`config.mk`:
```
export PLATFORM = sky130hd
export DESIGN_NAME = fib_ascii_formatter
export DESIGN_NICKNAME = d
export VERILOG_FILES = /design/src/rtl/fib_pkg.sv /design/src/rtl/bin2bcd_seq.sv /design/src/rtl/fib_ascii_formatter.sv
export SDC_FILE = /design/constraint.sdc
export NUM_CORES = 1
export LEC_CHECK = 0
export BUFFER_PORTS_ARGS = -buffer_cell sky130_fd_sc_hd__buf_4
export CAP_MARGIN = 20
export CORE_ASPECT_RATIO = 1.4
export CORE_MARGIN = 5
export CORE_UTILIZATION = 35
export CTS_CLUSTER_SIZE = 8
export DETAILED_ROUTE_END_ITERATION = 10
export PLACE_DENSITY = 0.48
export SETUP_SLACK_MARGIN = 0.1
export SLEW_MARGIN = 15
export SYNTH_ARGS = -nofsm -noshare
export SYNTH_HDL_FRONTEND = slang
export SYNTH_SLANG_ARGS = --single-unit
```
`constraint.sdc`:
```
create_clock -name CLK -period 3.3 [get_ports CLK]
set_input_delay 0.66 -clock CLK [delete_from_list [all_inputs] [get_ports CLK]]
set_output_delay 0.66 -clock CLK [all_outputs]
set_load 0.01 [all_outputs]
```
`src/rtl/fib_pkg.sv`:
```
// Shared types and constants for the Fibonacci ASCII formatter: FSM states,
// the ASCII characters it emits, and a helper that sizes the BCD register.
package fib_pkg;

  typedef enum logic [2:0] {
    IDLE,
    CONV,
    SEND,
    SEND_CR,
    SEND_LF,
    SEND_ERR
  } state_t;

  localparam logic [7:0] CHAR_0  = 8'h30;
  localparam logic [7:0] CHAR_CR = 8'h0D;
  localparam logic [7:0] CHAR_LF = 8'h0A;
  localparam logic [7:0] CHAR_E  = 8'h45;
  localparam logic [7:0] CHAR_R  = 8'h52;

  // Decimal digits needed for 2^w-1: floor(w*log10(2))+1, fixed-point log10(2).
  function automatic int digits_for(input int w);
    return (w * 30103) / 100000 + 1;
  endfunction

endpackage

```
`src/rtl/bin2bcd_seq.sv`:
```
// Sequential double-dabble: start loads the binary value, then one
// add-3/shift step per cycle for DATA_W cycles; done pulses once after the last.
module bin2bcd_seq #(
  parameter int DATA_W = 32,
  parameter int DIGITS = 10
) (
  input  logic                  CLK,
  input  logic                  RESET_n,
  input  logic                  start,
  input  logic [DATA_W-1:0]     bin_in,
  output logic                  busy,
  output logic                  done,
  output logic [DIGITS*4-1:0]   bcd
);

  localparam int CNT_W = $clog2(DATA_W + 1);

  logic [DATA_W-1:0]   bin;
  logic [CNT_W-1:0]    cnt;
  logic [DIGITS*4-1:0] adj;

  // Per-digit correction so each digit stays 0..9 after the shift.
  for (genvar g = 0; g < DIGITS; g++) begin : g_adj
    assign adj[g*4 +: 4] = (bcd[g*4 +: 4] >= 4'd5) ? bcd[g*4 +: 4] + 4'd3
                                                   : bcd[g*4 +: 4];
  end

  always_ff @(posedge CLK or negedge RESET_n) begin
    if (!RESET_n) begin
      bin  <= '0;
      bcd  <= '0;
      cnt  <= '0;
      busy <= 1'b0;
      done <= 1'b0;
    end else if (start) begin
      bin  <= bin_in;
      bcd  <= '0;
      cnt  <= '0;
      busy <= 1'b1;
      done <= 1'b0;
    end else begin
      done <= 1'b0;
      if (busy) begin
        {bcd, bin} <= {adj[DIGITS*4-2:0], bin, 1'b0};
        cnt        <= cnt + 1'b1;
        if (cnt == CNT_W'(DATA_W - 1)) begin
          busy <= 1'b0;
          done <= 1'b1;
        end
      end
    end
  end

endmodule

```
`src/rtl/fib_ascii_formatter.sv`:
```
// Turns one 32-bit Fibonacci result (or error) into an ASCII decimal line
// ending in CR LF, streamed a byte at a time with downstream backpressure.
module fib_ascii_formatter
  import fib_pkg::*;
#(
  parameter int DATA_W = 32,
  parameter int DIGITS = 10
) (
  input  logic              CLK,
  input  logic              RESET_n,
  output logic              ASI_READY,
  input  logic              ASI_VALID,
  input  logic [DATA_W-1:0] ASI_DATA,
  input  logic              ASI_ERROR,
  input  logic              ASO_READY,
  output logic              ASO_VALID,
  output logic [7:0]        ASO_DATA,
  output logic              ASO_EOP
);

  localparam int PTR_W = $clog2(DIGITS);

  state_t              state, state_nxt;
  logic [PTR_W-1:0]    ptr, ptr_nxt, msd;
  logic [1:0]          err_idx, err_idx_nxt;
  logic                valid_nxt, eop_nxt, ready_nxt;
  logic [7:0]          data_nxt;
  logic                conv_start, conv_busy, conv_done, xfer;
  logic [DIGITS*4-1:0] bcd;

  assign conv_start = (state == IDLE) && ASI_READY && ASI_VALID && !ASI_ERROR;
  assign xfer       = ASO_VALID && ASO_READY;

  bin2bcd_seq #(.DATA_W(DATA_W), .DIGITS(DIGITS)) u_bcd (
    .CLK     (CLK),
    .RESET_n (RESET_n),
    .start   (conv_start),
    .bin_in  (ASI_DATA),
    .busy    (conv_busy),
    .done    (conv_done),
    .bcd     (bcd)
  );

  function automatic logic [7:0] digit_char(input logic [DIGITS*4-1:0] b,
                                            input logic [PTR_W-1:0] p);
    return CHAR_0 + {4'h0, b[{p, 2'b00} +: 4]};
  endfunction

  // Highest nonzero digit; zero leaves the pointer at digit 0.
  always_comb begin
    msd = '0;
    for (int i = 0; i < DIGITS; i++)
      if (bcd[i*4 +: 4] != 4'd0) msd = PTR_W'(i);
  end

  always_comb begin
    state_nxt   = state;
    ptr_nxt     = ptr;
    err_idx_nxt = err_idx;
    valid_nxt   = ASO_VALID;
    data_nxt    = ASO_DATA;
    eop_nxt     = ASO_EOP;
    ready_nxt   = ASI_READY;
    case (state)
      IDLE: begin
        ready_nxt = 1'b1;
        if (ASI_READY && ASI_VALID) begin
          ready_nxt   = 1'b0;
          err_idx_nxt = '0;
          state_nxt   = ASI_ERROR ? SEND_ERR : CONV;
        end
      end
      CONV: begin
        if (conv_done && !conv_busy) begin
          state_nxt = SEND;
          ptr_nxt   = msd;
          valid_nxt = 1'b1;
          data_nxt  = digit_char(bcd, msd);
        end
      end
      SEND: begin
        if (xfer) begin
          if (ptr == '0) begin
            state_nxt = SEND_CR;
            data_nxt  = CHAR_CR;
          end else begin
            ptr_nxt  = ptr - 1'b1;
            data_nxt = digit_char(bcd, ptr - 1'b1);
          end
        end
      end
      SEND_ERR: begin
        // One idle cycle after acceptance before 'E' appears.
        if (!ASO_VALID) begin
          valid_nxt = 1'b1;
          data_nxt  = CHAR_E;
        end else if (xfer) begin
          if (err_idx == 2'd2) begin
            state_nxt = SEND_CR;
            data_nxt  = CHAR_CR;
          end else begin
            err_idx_nxt = err_idx + 1'b1;
            data_nxt    = CHAR_R;
          end
        end
      end
      SEND_CR: begin
        if (xfer) begin
          state_nxt = SEND_LF;
          data_nxt  = CHAR_LF;
          eop_nxt   = 1'b1;
        end
      end
      SEND_LF: begin
        if (xfer) begin
          state_nxt = IDLE;
          valid_nxt = 1'b0;
          data_nxt  = 8'h00;
          eop_nxt   = 1'b0;
          ready_nxt = 1'b1;
        end
      end
      default: begin
        state_nxt = IDLE;
        valid_nxt = 1'b0;
        data_nxt  = 8'h00;
        eop_nxt   = 1'b0;
        ready_nxt = 1'b0;
      end
    endcase
  end

  always_ff @(posedge CLK or negedge RESET_n) begin
    if (!RESET_n) begin
      state     <= IDLE;
      ptr       <= '0;
      err_idx   <= '0;
      ASI_READY <= 1'b0;
      ASO_VALID <= 1'b0;
      ASO_DATA  <= 8'h00;
      ASO_EOP   <= 1'b0;
    end else begin
      state     <= state_nxt;
      ptr       <= ptr_nxt;
      err_idx   <= err_idx_nxt;
      ASI_READY <= ready_nxt;
      ASO_VALID <= valid_nxt;
      ASO_DATA  <= data_nxt;
      ASO_EOP   <= eop_nxt;
    end
  end

endmodule

```
==> results by group <==
Synthesis
  • Cell taking the most area after synthesis: dfrtp_1
  • Part of the Yosys area used for sequential elements: 0.384
  • Post-synth top flop: dfrtp_1
  • Warnings, synthesis: 0
  • Post-Synthesis Cells: 708
  • Async SR Flop Fraction: 1.00
  • Yosys reg bits: 99
  • Post-Syn Area: 0.00645 mm²
  • Count of cell types in the netlist: 69
  • Most frequent cells after synthesis: 99 x dfrtp_1, 84 x nand2_1, 84 x o21ai_0, 60 x mux2i_1, 57 x nor2_1
  • Most numerous cell in the Yosys netlist: dfrtp_1
  • Avg Inst Size Synth: 9.12 µm²
  • Post-synth EDFFs: 0
  • Area share of the largest cell type after synthesis: 0.384
  • Top cells by area in the synthesized netlist: dfrtp_1 38%, mux2i_1 9.3%, o21ai_0 6.5%, ha_1 5.4%, nand2_1 4.9%
  • Post-synth net total: 773

Pwr
  • Comb pwr share: 0.517
  • Internal power: 4120 µW
  • Switching fraction of total power: 0.449
  • Switching power: 3350 µW
  • Power per cell area: 1020 mW/mm²
  • Static Leak: 0.00338 µW
  • Clock network fraction of design power: 0.154
  • Flop pwr share: 0.329
  • IR drop worst, VDD: 0.326 mV

GRT
  • GRT Overall Usage: 0.153
  • Grt ovf: 0
  • Antenna violations before repair: 0
  • Vias in the first global route: 5222
  • Pin count of the biggest net entering global routing: 113
  • First-pass GRT wire length: 26600 µm

Placed design
  • Detail Placement HPWL: 11400 µm
  • Port Buffers: 46
  • Post-DP Area: 0.00703 mm²
  • Cell total after placement: 966
  • Routability cong.: 0.848

STA
  • Slew Limit Fails: 0
  • Fin. Hold Viols: 0
  • Final Cycle Share: 0.808
  • Clk_skew: 0.0109 ns
  • RSZ-0062 raised after global routing: no
  • # setup viols final: 0
  • Post-layout minimum cycle time: 2.67 ns
  • Setup TNS: 0 ns
  • Worst slew pin tran: 0.779 ns
  • Relative slew slack: 0.481
  • Fmax: 0.375 GHz

Layout
  • # fillers: 1804
  • Multi-input gate area: 0.00368 mm²
  • Final #Nets: 802
  • Fin area: 0.00735 mm²
  • Sequential cell area: 0.00248 mm²
  • Fraction of layout instances using a drive strength above 1: 0.147
  • Antenna Cells: 0
  • Final Non-Filler Cells: 982
  • Area Growth Syn to Fin: 13.8%

Drt
  • Total Wirelength: 15900 µm
  • ANT nets after route: 0
  • Routed len/inst: 16.2 µm
  • Pre-Repair DR Iteration Count: 5
  • DRC Markers: 0
  • DR iter-0 viols: 251
  • Via Count: 5211
  • Via/cell ratio: 5.31

Setup path
  • Reg-to-Reg End: ASO_DATA[3]
  • Worst reg-to-reg path cell count: 8
  • FF-to-FF setup slack: 0.63 ns
  • Worst setup path category: reg2reg
  • Worst setup SP type: flip-flop
  • Setup crit start: u_bcd.bcd[28]
  • CP arrival: 2.91 ns
  • Reg-to-reg startpoint: u_bcd.bcd[28]
  • Worst-path fanout max: 10
  • Req. time, crit path: 3.54 ns
  • CP endpoint kind: flip-flop

Floorplan
  • Initial core utilization: 0.357
  • DIE HEIGHT: 171 µm
  • CORE AREA: 0.0181 mm²
  • Total die area: 0.0213 mm²
  • Die Wd: 125 µm
  • Row count: 58
  • IO Pins: 48

Clock tree
  • H-tree Lvls: 3
  • Root Buffer: clkbuf_16
  • Total CTS buffers: 9
  • Post-CTS sizing: 0
  • CTS clk-pin slew, worst paths: 0.08 ns
  • # Post-CTS Setup Buffers: 0
  • Clock tree sinks: 99
  • Hold_buf cts: 0
  • Bufs on Longest Clock Path: 2
  • CTS tree: yes
  • Clk Latency, worst-skew pair: 0.36 ns

Status
  • Status: finished, final reports clean

Min path
  • Hold Crit Class: in2async

Job
  • Max_cap viols: 0
## worst max-delay path by stage
stage | cells after the start | to | slack (ns)
2_1_floorplan | 11 | ASO_DATA[0] | 0.38
3_5_place_dp | 8 | ASO_DATA[3] | 0.66
6_report | 8 | ASO_DATA[3] | 0.63
4_1_cts | 8 | ASO_DATA[3] | 0.66
3_3_place_gp | 8 | ASO_DATA[0] | 0.73
5_1_grt | 8 | ASO_DATA[3] | 0.44
## registers in the layout (all words and copies together), names as in the netlist, 2 cells and up
name / count
ASO_DATA: 7
state: 3
u_bcd.bin: 32
err_idx: 2
u_bcd.cnt: 6
u_bcd.bcd: 40
ptr: 4
## power groups by stage
stage	Sequential (µW)	Combinational (µW)	Clock, µW
finish	2460	3860	1150
global route	2560	4370	1230
CTS	2460	3910	1190
detailed placement	2480	3880	0
global placement	2460	3810	0
floorplan	2160	3160	0
## routing by layer
metal	vias to the layer above	global-route usage	wire [µm]
met3	19	0.0197	520
met5	-	0	0
li1	2599	-	-
met2	98	0.283	8260
met1	2495	0.180	6790
met4	0	0.0591	337
## layout by cell type, fill, tap and decap left out, drive strengths merged, types with 15 or more instances in the layout
cell type  instances
dfrtp             99
o21ai             86
nand2             84
mux2i             60
buf               60
nor2              57
a21oi             48
inv               30
ha                28
nor3b             18
a211oi            16
nand3             15
## final cells by class
cell class	count	area share
Clock buffer	9	0.0307
Clock inverter	7	0.0124
Inverter	28	0.0143
Multi-Input combinational cell	539	0.501
Sequential cell	99	0.338
Tap cell	240	0.0409
Timing Repair Buffer	60	0.0630
## kinds of logic after synthesis
family	Yosys count	share of synthesized area
simple gates	227	0.177
compound gates	195	0.187
flops	99	0.384
mux	72	0.129
buf+inv	70	0.0469
fa+ha+maj	28	0.0543
xor+xnor	16	0.0217
other cells	1	0.000581
## metrics by stage
| stage | total power [µW] | hold slack [ns] | utilization | setup slack (ns) |
|---|---|---|---|---|
| final | 7460 | 0.335 | 0.407 | 0.632 |
| after global routing | 8150 | 0.385 | 0.407 | 0.440 |
| after CTS | 7560 | 0.349 | 0.407 | 0.658 |
| after detailed placement | 6360 | 0.465 | 0.389 | 0.663 |
| after global placement | 6270 | 0.458 | 0.389 | 0.731 |
| after floorplan | 5320 | 0.364 | - | 0.375 |
## worst max-delay path: stages (launching register included)
cell      delay, ns
dfrtp_1        0.46
inv_1          0.09
ha_1           0.21
nor3b_2        0.41
nand2_1        0.20
o21ai_4        0.39
mux2_1         0.38
a221oi_1       0.31
a211oi_1       0.12
(Power assumes the default switching activity.)
